`src/rtl/seq_detect_pkg.sv`:
```
// Shared types and constants for the parameterised serial-pattern detector.
// Imported by the top module and by the saturating match counter.
package seq_detect_pkg;

  typedef enum logic {
    FILL  = 1'b0,
    ARMED = 1'b1
  } state_e;

  localparam logic [5:0] DEFAULT_PATTERN = 6'b111010;

  // Largest value a counter of width w can hold before it must stop.
  function automatic logic [31:0] sat_max(input int unsigned w);
    return (w >= 32) ? 32'hFFFF_FFFF : ((32'd1 << w) - 32'd1);
  endfunction

endpackage

```
`src/rtl/seq_detect_if.sv`:
```
// Stream, pattern-load and result signals of the serial-pattern detector.
// master = the side driving the bit stream, slave = the detector.
interface seq_detect_if #(
  parameter int PAT_W = 6,
  parameter int CNT_W = 8
);

  logic             in_valid;
  logic             in_seq;
  logic             overlap_en;
  logic             pat_load;
  logic [PAT_W-1:0] pat_in;
  logic             det_out;
  logic [CNT_W-1:0] match_cnt;

  modport master (
    output in_valid, in_seq, overlap_en, pat_load, pat_in,
    input  det_out, match_cnt
  );

  modport slave (
    input  in_valid, in_seq, overlap_en, pat_load, pat_in,
    output det_out, match_cnt
  );

endinterface

```
`src/rtl/seq_detect_sat_cnt.sv`:
```
// Saturating up-counter with increment enable and async active-high reset.
// Holds at its maximum value instead of wrapping.
module seq_detect_sat_cnt
  import seq_detect_pkg::*;
#(
  parameter int CNT_W = 8
) (
  input  logic             clk,
  input  logic             rst,
  input  logic             inc_en,
  output logic [CNT_W-1:0] count
);

  localparam logic [CNT_W-1:0] MAX_CNT = CNT_W'(sat_max(CNT_W));

  always_ff @(posedge clk or posedge rst) begin
    if (rst) begin
      count <= '0;
    end else if (inc_en && (count != MAX_CNT)) begin
      count <= count + 1'b1;
    end
  end

endmodule

```
`src/rtl/seq_detect_param.sv`:
```
// Parameterised Mealy serial-pattern detector, runtime-loadable pattern, overlap select.
// Define SEQ_DETECT_MATCH_CNT_EN to build the saturating match counter; otherwise match_cnt is 0.
module seq_detect_param
  import seq_detect_pkg::*;
#(
  parameter int               PAT_W       = 6,
  parameter logic [PAT_W-1:0] DEF_PATTERN = PAT_W'(DEFAULT_PATTERN),
  parameter int               CNT_W       = 8
) (
  input logic         clk,
  input logic         rst,
  seq_detect_if.slave bus
);

  localparam int               FILL_W = $clog2(PAT_W);
  localparam logic [FILL_W-1:0] FULL  = FILL_W'(PAT_W - 1);

  state_e             state, state_nxt;
  logic [PAT_W-1:0]   pattern, pattern_nxt;
  logic [PAT_W-2:0]   hist, hist_nxt;
  logic [FILL_W-1:0]  fill, fill_nxt;
  logic               det;
  logic [CNT_W-1:0]   cnt;

  always_ff @(posedge clk or posedge rst) begin
    if (rst) begin
      state   <= FILL;
      pattern <= DEF_PATTERN;
      hist    <= '0;
      fill    <= '0;
    end else begin
      state   <= state_nxt;
      pattern <= pattern_nxt;
      hist    <= hist_nxt;
      fill    <= fill_nxt;
    end
  end

  // A load discards the current bit and restarts filling; a non-overlapping match
  // also restarts so the matched bits cannot contribute to the next match.
  always_comb begin
    state_nxt   = state;
    pattern_nxt = pattern;
    hist_nxt    = hist;
    fill_nxt    = fill;
    det         = 1'b0;
    if (bus.pat_load) begin
      pattern_nxt = bus.pat_in;
      hist_nxt    = '0;
      fill_nxt    = '0;
      state_nxt   = FILL;
    end else if (bus.in_valid) begin
      det = (state == ARMED) && ({hist, bus.in_seq} == pattern);
      if (det && !bus.overlap_en) begin
        hist_nxt  = '0;
        fill_nxt  = '0;
        state_nxt = FILL;
      end else begin
        hist_nxt = (PAT_W-1)'({hist, bus.in_seq});
        if (fill != FULL) begin
          fill_nxt = fill + 1'b1;
        end
        state_nxt = (fill_nxt == FULL) ? ARMED : FILL;
      end
    end
  end

  assign bus.det_out = det;

`ifdef SEQ_DETECT_MATCH_CNT_EN
  seq_detect_sat_cnt #(
    .CNT_W (CNT_W)
  ) u_sat_cnt (
    .clk    (clk),
    .rst    (rst),
    .inc_en (det),
    .count  (cnt)
  );
`else
  assign cnt = '0;
`endif

  assign bus.match_cnt = cnt;

endmodule

```
`src/flat_wrapper.sv`:
```
// flat-port wrapper written by rule: the top's interface ports become plain ports
module seq_detect_param_flat import seq_detect_pkg::*;
#(
  parameter int               PAT_W       = 6,
  parameter logic [PAT_W-1:0] DEF_PATTERN = PAT_W'(DEFAULT_PATTERN),
  parameter int               CNT_W       = 8
)
  (clk, rst, bus_in_valid, bus_in_seq, bus_overlap_en, bus_pat_load, bus_pat_in, bus_det_out, bus_match_cnt);
  seq_detect_if #(.PAT_W(PAT_W), .CNT_W(CNT_W)) bus_i ();
  input logic clk;
  input logic rst;
  input wire logic [$bits(bus_i.in_valid)-1:0] bus_in_valid;
  input wire logic [$bits(bus_i.in_seq)-1:0] bus_in_seq;
  input wire logic [$bits(bus_i.overlap_en)-1:0] bus_overlap_en;
  input wire logic [$bits(bus_i.pat_load)-1:0] bus_pat_load;
  input wire logic [$bits(bus_i.pat_in)-1:0] bus_pat_in;
  output wire logic [$bits(bus_i.det_out)-1:0] bus_det_out;
  output wire logic [$bits(bus_i.match_cnt)-1:0] bus_match_cnt;
  assign bus_i.in_valid = bus_in_valid;
  assign bus_i.in_seq = bus_in_seq;
  assign bus_i.overlap_en = bus_overlap_en;
  assign bus_i.pat_load = bus_pat_load;
  assign bus_i.pat_in = bus_pat_in;
  assign bus_det_out = bus_i.det_out;
  assign bus_match_cnt = bus_i.match_cnt;
  seq_detect_param #(.PAT_W(PAT_W), .DEF_PATTERN(DEF_PATTERN), .CNT_W(CNT_W)) u_core (.clk(clk), .rst(rst), .bus(bus_i));
endmodule
```
`config.mk`:
```
export PLATFORM = sky130hd
export DESIGN_NAME = seq_detect_param_flat
export DESIGN_NICKNAME = d
export VERILOG_FILES = /design/src/rtl/seq_detect_pkg.sv /design/src/rtl/seq_detect_if.sv /design/src/rtl/seq_detect_sat_cnt.sv /design/src/rtl/seq_detect_param.sv /design/src/flat_wrapper.sv
export SDC_FILE = /design/constraint.sdc
export NUM_CORES = 1
export LEC_CHECK = 0
export ABC_AREA = 1
export CORE_MARGIN = 4
export CORE_UTILIZATION = 40
export DETAILED_ROUTE_END_ITERATION = 7
export PLACE_DENSITY = 0.66
export SYNTH_ARGS = -nofsm -noshare
export SYNTH_HDL_FRONTEND = slang
export SYNTH_SLANG_ARGS = --single-unit
```
`constraint.sdc`:
```
create_clock -name clk -period 3.25 [get_ports clk]
set_clock_uncertainty 0.05 [all_clocks]
set_input_delay 0.325 -clock clk [delete_from_list [all_inputs] [get_ports clk]]
set_output_delay 0.325 -clock clk [all_outputs]
set_load 0.005 [all_outputs]
```
Word-level counts from Yosys, hierarchy flattened
Cells that the tools add are included.
{"block": "totals", "register_bits": 15, "input_bits": 12}
{"block": "op_classes", "addsub": 1, "n_eq_ne": 3, "n_mux": 16, "reduce_logical": 4}
{"op": "2-to-1 mux 3 bit", "n": 7}
{"op": "2-to-1 mux 5 bit", "n": 3}
{"op": "== test 6 bit", "n": 1}
{"op": "2-to-1 mux 1 bit", "n": 6}
{"op": "adder 3 x 1 -> 3 bit, second input constant", "n": 1}
{"op": "== test 3 bit, second input constant", "n": 1}
{"op": "!= test 3 bit, second input constant", "n": 1}
{"op": "logical AND 1 bit", "n": 2}
{"op": "nonzero test 2 bit", "n": 1}
{"op": "zero test 1 bit", "n": 1}

Depth between registers and ports, before layout
{"block": "depth", "ltp_word": 11, "ltp_mapped": 9}

Least setup slack after synthesis
OpenSTA, ideal clock, no wires.
{"block": "synth_path", "path_type": "reg-to-output", "startpoint": "reg u_core.pattern[3]", "endpoint": "out bus_det_out", "t_arrival_ps": 996, "setup_slack_ps": 1879, "stages_incl_launch_ff": 9, "n_path_buf": 0, "cell_sequence": "dfstp_2 inv_1 nand2_1 nand2_1 inv_2 nand2_2 nor2_4 nand2_1 nor2_1"}
{"block": "synth_between", "elab_chain_cells": 4}
{"item": "from (decl)", "line": "seq_detect_param.sv:19", "source": "logic [PAT_W-1:0] pattern, pattern_nxt;"}
{"item": "from (signal assigned)", "line": "seq_detect_param.sv:33", "source": "pattern <= pattern_nxt;"}
{"item": "== test 6 bit", "line": "seq_detect_param.sv:53", "source": "det = (state == ARMED) && ({hist, bus.in_seq} == pattern);"}
{"item": "logical AND 1 bit", "line": "seq_detect_param.sv:53"}
{"item": "2-to-1 mux 1 bit", "line": "seq_detect_param.sv:52", "source": "end else if (bus.in_valid) begin"}
{"item": "2-to-1 mux 1 bit", "line": "seq_detect_param.sv:47", "source": "if (bus.pat_load) begin"}
{"item": "to (decl)", "line": "flat_wrapper.sv:17", "source": "output wire logic [$bits(bus_i.det_out)-1:0] bus_det_out;"}
No other way between the ends.

Worst setup path after layout
{"block": "layout_path", "startpoint": "in bus_pat_load", "endpoint": "out bus_det_out"}
{"block": "layout_between", "elab_chain_cells": 1}
{"item": "from (decl)", "line": "flat_wrapper.sv:15", "source": "input wire logic [$bits(bus_i.pat_load)-1:0] bus_pat_load;"}
{"item": "2-to-1 mux 1 bit", "line": "seq_detect_param.sv:47"}
No other way between the ends.

==> impl_metrics.tcl <==
set metrics [dict create \
    yosys_warnings 0 \
    ant_nets 0 \
    wl_mm 1.598 \
    cp-start-kind "primary input" \
    post_cts_resized 0 \
    tns_ns 0 \
    first_pass_iters 4 \
    syn_to_final_growth_pct 15.87 \
    cpMostUsedCell "clkdlybuf4s50_1" \
    ctsHoldBuffers 0 \
    layout_commonest_cell "nand2_1" \
    cp.arrival_ns 2.11 \
    grt_pass1_vias 657 \
    n_fill_cell 220 \
    cts_sinks 15 \
    grt_overflow 0 \
    cts_root_buffer "clkbuf_4" \
    criticalPathCategory "in2out" \
    power_uw 382.0 \
    cpMaxStageDelayCell "clkdlybuf4s50_1" \
    gp_congestion 0.7513 \
    final_layout_size_suffix_gt1_share_pct 13.18 \
    start_util_pct 43.63 \
    worstSetupStartpoint "bus_pat_load" \
    p_leak_uw 0.0005183 \
    clk_latency_ns 0.28 \
    grt_max_degree 16 \
    seq_area_frac_synth_pct 42.70 \
    ios 21 \
    cts.reportedPaths.clkPinSlew_ns 0.09 \
    max-cap-violations 0 \
    syn_avg_cell_area_um2 7.747 \
    drtIter0Drc 12 \
    drc_errors 0 \
    cp-end-kind "primary output" \
    antenna_cells 0 \
    vias 712 \
    mostFrequentLayoutCells "nand2_1 (40), inv_1 (15), clkdlybuf4s50_1 (12)" \
    core_area_mm2 0.002042 \
    worstPathRequired_ns 2.87 \
    slew_headroom_pct 61.71 \
    reg2reg_from "u_core.pattern[3]" \
    design.die.area_mm2 0.003046 \
    synth.cell_area_um2 890.9 \
    fmax_ghz 0.4017 \
    period_share_pct 76.59 \
    drv_slew 0 \
    cpPeakStageDelay_ns 0.70 \
    cp_max_fo 14 \
    finalNetCount 144 \
    finalHoldViolations 0 \
    worst_slew_pin_slew_ns 0.5737 \
    antenna_found_initial 0 \
    hold_path_class "in2async" \
    rsz0062_at_grt "no" \
    portBuffers 12 \
    grt_pass1_wl_mm 2.601 \
    chipWidth_um 55.19 \
    cts_tree "done" \
    ys_types 23 \
    cts_inserted_buffers 3 \
    status "completed" \
    routedWlPerCell_um 10.24 \
    clk_path_buf_depth 2 \
    synth_cells 115 \
    post_drt_via_cell_ratio 4.564 \
    cts_setup_buffers 0 \
    ys_seq_elements 15 \
    setup_viol 0 \
    h-tree-depth 1 \
    placementRows 16 \
    min_period_ns 2.489 \
    powerDensity_mw_per_mm2 370.0 \
    die_y_um 55.19 \
    grtUsageTotal_pct 12.11 \
    vdd_drop_max_mv 0.2668 \
    regToRegSetupSlack_ns 1.91 \
    worstPathCellList "clkdlybuf4s50_1, nor2_2, inv_1, nor2_1, clkdlybuf4s50_1" \
    hpwlAfterDp_mm 1.252 \
]
[state kept, by name, summed over array words and instances (netlist names)]
register and flops:
u_core.pattern 6, u_core.hist 5, u_core.fill 3, u_core.state 1
[routing by layer]
layer / vias to the layer above / track usage (%) / part of all wire, %
li1: 365 / - / -
met1: 326 / 14.69 / 45
met2: 19 / 20.87 / 48
met3: 2 / 2.413 / 6.6
met4: 0 / 4.858 / 0.50
met5: - / 0 / 0
[area by class of cell]
| cell class | instances | area (um2) | share of cell area (%) |
|---|---|---|---|
| timing repair buffer | 12 | 120.1 | 11.64 |
| inverter | 18 | 67.56 | 6.545 |
| sequential | 15 | 380.4 | 36.85 |
| multi-input combinational | 80 | 404.1 | 39.15 |
| tap | 27 | 33.78 | 3.273 |
| clock buffer | 4 | 26.28 | 2.545 |
[through the flow]
stage	worst slack [ns]	cell area, um2	std cells	hold slack, ns	utilization (%)
after floorplan	1.879	917.1	122	0.1736	-
final	0.7607	1032	156	0.3396	50.55
after detailed placement	0.7657	1006	152	0.4203	49.26
after global placement	0.8148	1006	152	0.4201	49.26
after CTS	0.7501	1032	156	0.3774	50.55
after global routing	0.6142	1032	156	0.4064	50.55
[Yosys cell counts (all sizes together)]
| master | n | area (um2) |
|---|---|---|
| nand2 | 41 | 156.4 |
| inv | 18 | 67.56 |
| dfrtp | 11 | 275.3 |
| nand3 | 10 | 67.57 |
| buf | 9 | 65.06 |
| nor2 | 6 | 42.54 |
| o21ai | 6 | 30.03 |
| dfstp | 4 | 105.1 |
| ha | 2 | 25.02 |
| xnor2 | 2 | 17.52 |
| a21boi | 1 | 7.510 |
| a21oi | 1 | 5.000 |
| conb | 1 | 3.750 |
| mux2 | 1 | 11.26 |
| nor3 | 1 | 5.000 |
| o22ai | 1 | 6.260 |
[worst max-delay path: cells and delay by family]
| family | cells | cell delay [ns] |
|---|---|---|
| simple gates | 2 | 0.49 |
| buf+inv | 3 | 1.30 |
[power breakdown]
group          switching [uW]  total [uW]  internal [uW]  leakage [uW]
logic                    37.8        66.8           29.0      0.000314
clock network            59.4         107           47.6     0.0000150
registers                7.35         208            201      0.000190
[cells by family (layout without fill, tap and decap cells)]
kind of cell	count (synthesis)	after routing	synth area share (%)
other cells	1	8	0.4209
simple gates	58	58	30.48
flops	15	15	42.70
xor+xnor	2	2	1.967
buf+inv	27	34	14.89
compound gates	9	9	5.478
fa+ha+maj	2	2	2.809
mux	1	1	1.264
[worst paths after layout]
path	end	cells after the start
max	bus_det_out	5
min	u_core.pattern[2]	2
max reg2reg	u_core.fill[1]	9
min reg2reg	u_core.pattern[1]	2
max in group asynchronous	u_core.pattern[5]	2
min in group clk	u_core.pattern[1]	2
Power figures use the tool's default switching activity.
==> edit 1 (same settings) <==
`PAT_W` is set to 6 in 3 places; all go to 8.
--- a/src/rtl/seq_detect_if.sv
+++ b/src/rtl/seq_detect_if.sv
@@ -3,3 +3,3 @@
 interface seq_detect_if #(
-  parameter int PAT_W = 6,
+  parameter int PAT_W = 8,
   parameter int CNT_W = 8
--- a/src/rtl/seq_detect_param.sv
+++ b/src/rtl/seq_detect_param.sv
@@ -5,3 +5,3 @@
 #(
-  parameter int               PAT_W       = 6,
+  parameter int               PAT_W       = 8,
   parameter logic [PAT_W-1:0] DEF_PATTERN = PAT_W'(DEFAULT_PATTERN),
--- a/src/flat_wrapper.sv
+++ b/src/flat_wrapper.sv
@@ -3,3 +3,3 @@
 #(
-  parameter int               PAT_W       = 6,
+  parameter int               PAT_W       = 8,
   parameter logic [PAT_W-1:0] DEF_PATTERN = PAT_W'(DEFAULT_PATTERN),
Ports: changed (resized bus_pat_in); port bits go from 21 to 23. The function was not compared with the original's and may differ.
==> edit 1 against the unedited design <==
Final area increased by 20%; wire length increased by 30%; synthesized cell count increased by 31%; area after synthesis increased by 22%; sequential cell count increased by 4; global-route usage increased by 0.72 points; first-iteration DRC count increased to 4.3 times the old value; worst setup slack improved by 0.18 ns; total power increased by 20%; via count increased by 29%; largest cell class is now flip-flops and latches; largest power group unchanged.
==> edit 1: results (changes against the unedited design) <==
- Tap Count: 30 (was 27)
- P per Cell Area: 369 nW/um^2 (was 370 nW/um^2)
- Max-slew headroom: 53.2% (was 61.7%)
- WL met2: 879 um (was 763 um)
- Placed Area: 1210 um^2 (was 1010 um^2)
- Worst-Skew Late Latency: 0.30 ns (was 0.28 ns)
- R2r setup slk: 1.57 ns (was 1.91 ns)
- Sw power: 124 uW (was 105 uW)
- Via count of the first global-routing pass: 813 (was 657)
- CTS clk-pin slew, worst paths: 0.11 ns (was 0.09 ns)
- Regs by FF count: u_core.pattern x8, u_core.hist x7, u_core.fill x3 (was u_core.pattern x6, u_core.hist x5, u_core.fill x3)
- Multi-input combinational area share: 36.6% (was 39.2%)
- Worst R2R Start: u_core.pattern[1] (was u_core.pattern[3])
- Layout non-clock buf frac: 12.5% (was 11.6%)
- VDD IR max: 0.300 mV (was 0.267 mV)
- Met2 global-route usage: 18.4% (was 20.9%)
- GPL Wtd Cong: 0.772 (was 0.751)
- ClkCell Share: 2.12% (was 2.55%)
- Final cell count without fillers: 195 (was 156)
- CP Max Fanout: 17 (was 14)
- Reg power frac: 57.1% (was 54.5%)
- Seq/total area: 38.8% (was 36.8%)
- DP Worst Slack: 0.940 ns (was 0.766 ns)
- Overall routing resource usage: 12.8% (was 12.1%)
- Placed cell count: 191 (was 152)
- Largest net degree at the start of global routing: 20 (was 16)
- Routed wl met3: 195 um (was 106 um)
- Detailed placement HPWL: 1540 um (was 1250 um)
- Status: completed (unchanged)
- Met3 Usage GRT: 4.75% (was 2.41%)
- Routed len/inst: 10.6 um (was 10.2 um)
- Final net count: 181 (was 144)
- Hold WS: 0.364 ns (was 0.340 ns)
- Non-clk invs: 23 (was 18)
- Leak: 0.653 nW (was 0.518 nW)
- Fillers: 256 (was 220)
- Share of layout cells above drive strength 1: 6.06% (was 13.2%)
- Area-dominant class: flip-flops and latches (was multi-input combinational cells)
- # clock sinks: 19 (was 15)
- Bufs w/o clock: 16 (was 12)
- IO Port Bufs: 14 (was 12)
- Vias per cell: 4.72 (was 4.56)
- Fin crit share: 71.1% (was 76.6%)
- Unique cell type count in the Yosys netlist: 20 (was 23)
- Sequential cell area fraction in the yosys report: 44.3% (was 42.7%)
-- edit 1: cell count changes after synthesis, moves of 4 or more --
cell | before | now
o21ai_0 | 0 | 8
nand3_1 | 8 | 14
o21ai_1 | 6 | 0
nor2_1 | 2 | 10
nand2_1 | 40 | 53
inv_1 | 15 | 23
dfrtp_1 | 11 | 15
-- edit 1: kinds of logic after synthesis --
group / Yosys count / synth area share (%)
flip-flops: 19 / 44.3
adder cells (fa/ha/maj): 1 / 1.15
buffers and inverters: 36 / 16.3
multiplexers: 1 / 1.04
AO/OA/AOI/OAI: 11 / 5.31
AND/OR/NAND/NOR: 80 / 29.9
other: 1 / 0.346
XOR/XNOR: 2 / 1.62
-- edit 1: critical path: stages --
cell	delay (ns)
clkdlybuf4s50_1	0.39
buf_4	0.19
nor2_1	0.16
inv_1	0.05
nor4_1	0.26
clkdlybuf4s50_1	0.55
==> edit 2 (same flow settings) <==
Made on the original files. Make the reset (`rst`) synchronous in one clocked block. Comments in the files are not updated.
--- a/src/rtl/seq_detect_param.sv
+++ b/src/rtl/seq_detect_param.sv
@@ -24,3 +24,3 @@
 
-  always_ff @(posedge clk or posedge rst) begin
+  always_ff @(posedge clk) begin
     if (rst) begin
Function: differs if rst is asserted again (counterexample within 10 cycles, from zero or initial values and one cycle with rst high); with rst held inactive, the same outputs for 10 cycles.
==> edit 2 against the unedited design <==
Worst setup slack gained 0.12 ns; utilization down 1.9 points; sequential cell count unchanged; synthesized cell count rose by 5.2%; sequential power decreased by 7%; wire length is 11% lower; global-route usage rose by 0.43 points; total power down 9.1%; first-iteration DRC count decreased by 50%; die area is 6.5% lower; final area down 7.5%; area after synthesis is 7.6% lower.
==> edit 2: results (changes against the unedited design) <==
- Setup Total Neg Slack: 0 ns (unchanged)
- Overall routing resource usage: 12.5% (was 12.1%)
- Unique cell type count in the Yosys netlist: 19 (was 23)
- Via count of the first global-routing pass: 622 (was 657)
- Mux contribution to synthesized area: 0% (was 1.26%)
- Synth Area in Adders: 3.04% (was 2.81%)
- Worst hold endpoint: u_core.state
- Via count: 717 (was 712)
- Routed wire length: 1430 um (was 1600 um)
- Sequential cell area fraction in the yosys report: 36.5% (was 42.7%)
- WP data arrival: 1.99 ns (was 2.11 ns)
- Syn_area_per_cell: 6.80 um^2 (was 7.75 um^2)
- Compound-Gate Fraction of Synth Area: 15.0% (was 5.48%)
- Async SR Flop Fraction: 0% (was 100%)
- Leak: 0.417 nW (was 0.518 nW)
- Ys flop type: dfxtp_1 (was dfrtp_1)
- CP Max Fanout: 11 (was 14)
- XOR/XNOR share of the synthesized area: 1.06% (was 1.97%)
- Top cells by count, synth: nand2_1, inv_1, a21oi_1, dfxtp_1, nand3_1 (was nand2_1, inv_1, dfrtp_1)
- Share of layout cells above drive strength 1: 5.26% (was 13.2%)
- VDD IR max: 0.214 mV (was 0.267 mV)
- Hold Crit Class: reg2reg (was in2async)
- Setup crit start: bus_in_valid (was bus_pat_load)
- Initial DRC Count: 6 (was 12)
- Status: completed (unchanged)
- Placed Area: 928 um^2 (was 1010 um^2)
- Worst R2R Start: u_core.fill[1] (was u_core.pattern[3])
- Largest net degree at the start of global routing: 12 (was 16)
- Synth area leaders: dfxtp_1, nand2_1, a21oi_1 (was dfrtp_1, nand2_1, dfstp_2)
- GPL Wtd Cong: 0.719 (was 0.751)
- First-pass GRT wire length: 2540 um (was 2600 um)
- Detailed placement HPWL: 1100 um (was 1250 um)
- Final cell count without fillers: 160 (was 156)
## edit 2: cell type report
cell class,instances,area [um^2]
tap,27,33.8
sequential,15,300
timing repair buffer,12,120
clock buffer,4,26.3
inverter,20,75.1
fill,217,1010
multi-input combinational,82,399
## edit 2: kinds of logic after synthesis
logic type                 count (synthesis)
adders and majority gates                  2
AOI/OAI and AO/OA                         24
and+or+nand+nor                           47
other                                      1
DFF                                       15
xor gates and xnor gates                   1
buffers and inverters                     31
## edit 2: how the worst max path moves through the flow
stage	endpoint	slack (ns)	depth (start not counted)
detailed placement	bus_det_out	0.89	4
CTS	bus_det_out	0.89	4
global placement	bus_det_out	0.91	4
finish	bus_det_out	0.88	4
floorplan	bus_det_out	1.96	8
global route	bus_det_out	0.79	4
## edit 2: layer usage
metal | vias to the layer above | wire length (um) | global-route usage, %
li1 | 391 | - | -
met1 | 308 | 699 | 16.4
met2 | 13 | 620 | 17.3
met3 | 5 | 65 | 3.38
met4 | 0 | 44 | 8.94
met5 | - | 0 | 0
## edit 2: worst max-delay path, stage by stage
cell and delay [ns]:
clkdlybuf4s50_1 0.65, inv_1 0.25, nor3_1 0.23, clkdlybuf4s50_1 0.54
## edit 2: per-stage QoR
step	setup WS (ns)	hold slack (ns)
2_1_floorplan	1.96	0.375
3_3_place_gp	0.907	0.410
3_5_place_dp	0.893	0.416
4_1_cts	0.890	0.430
5_1_grt	0.793	0.466
6_report	0.881	0.423
## edit 2: power by group
| group | total (mW) | internal (mW) | leakage, nW | switching, mW |
|---|---|---|---|---|
| clock | 0.109 | 0.0477 | 0.0150 | 0.0608 |
| combinational | 0.0446 | 0.0209 | 0.279 | 0.0237 |
| sequential | 0.194 | 0.190 | 0.123 | 0.00391 |
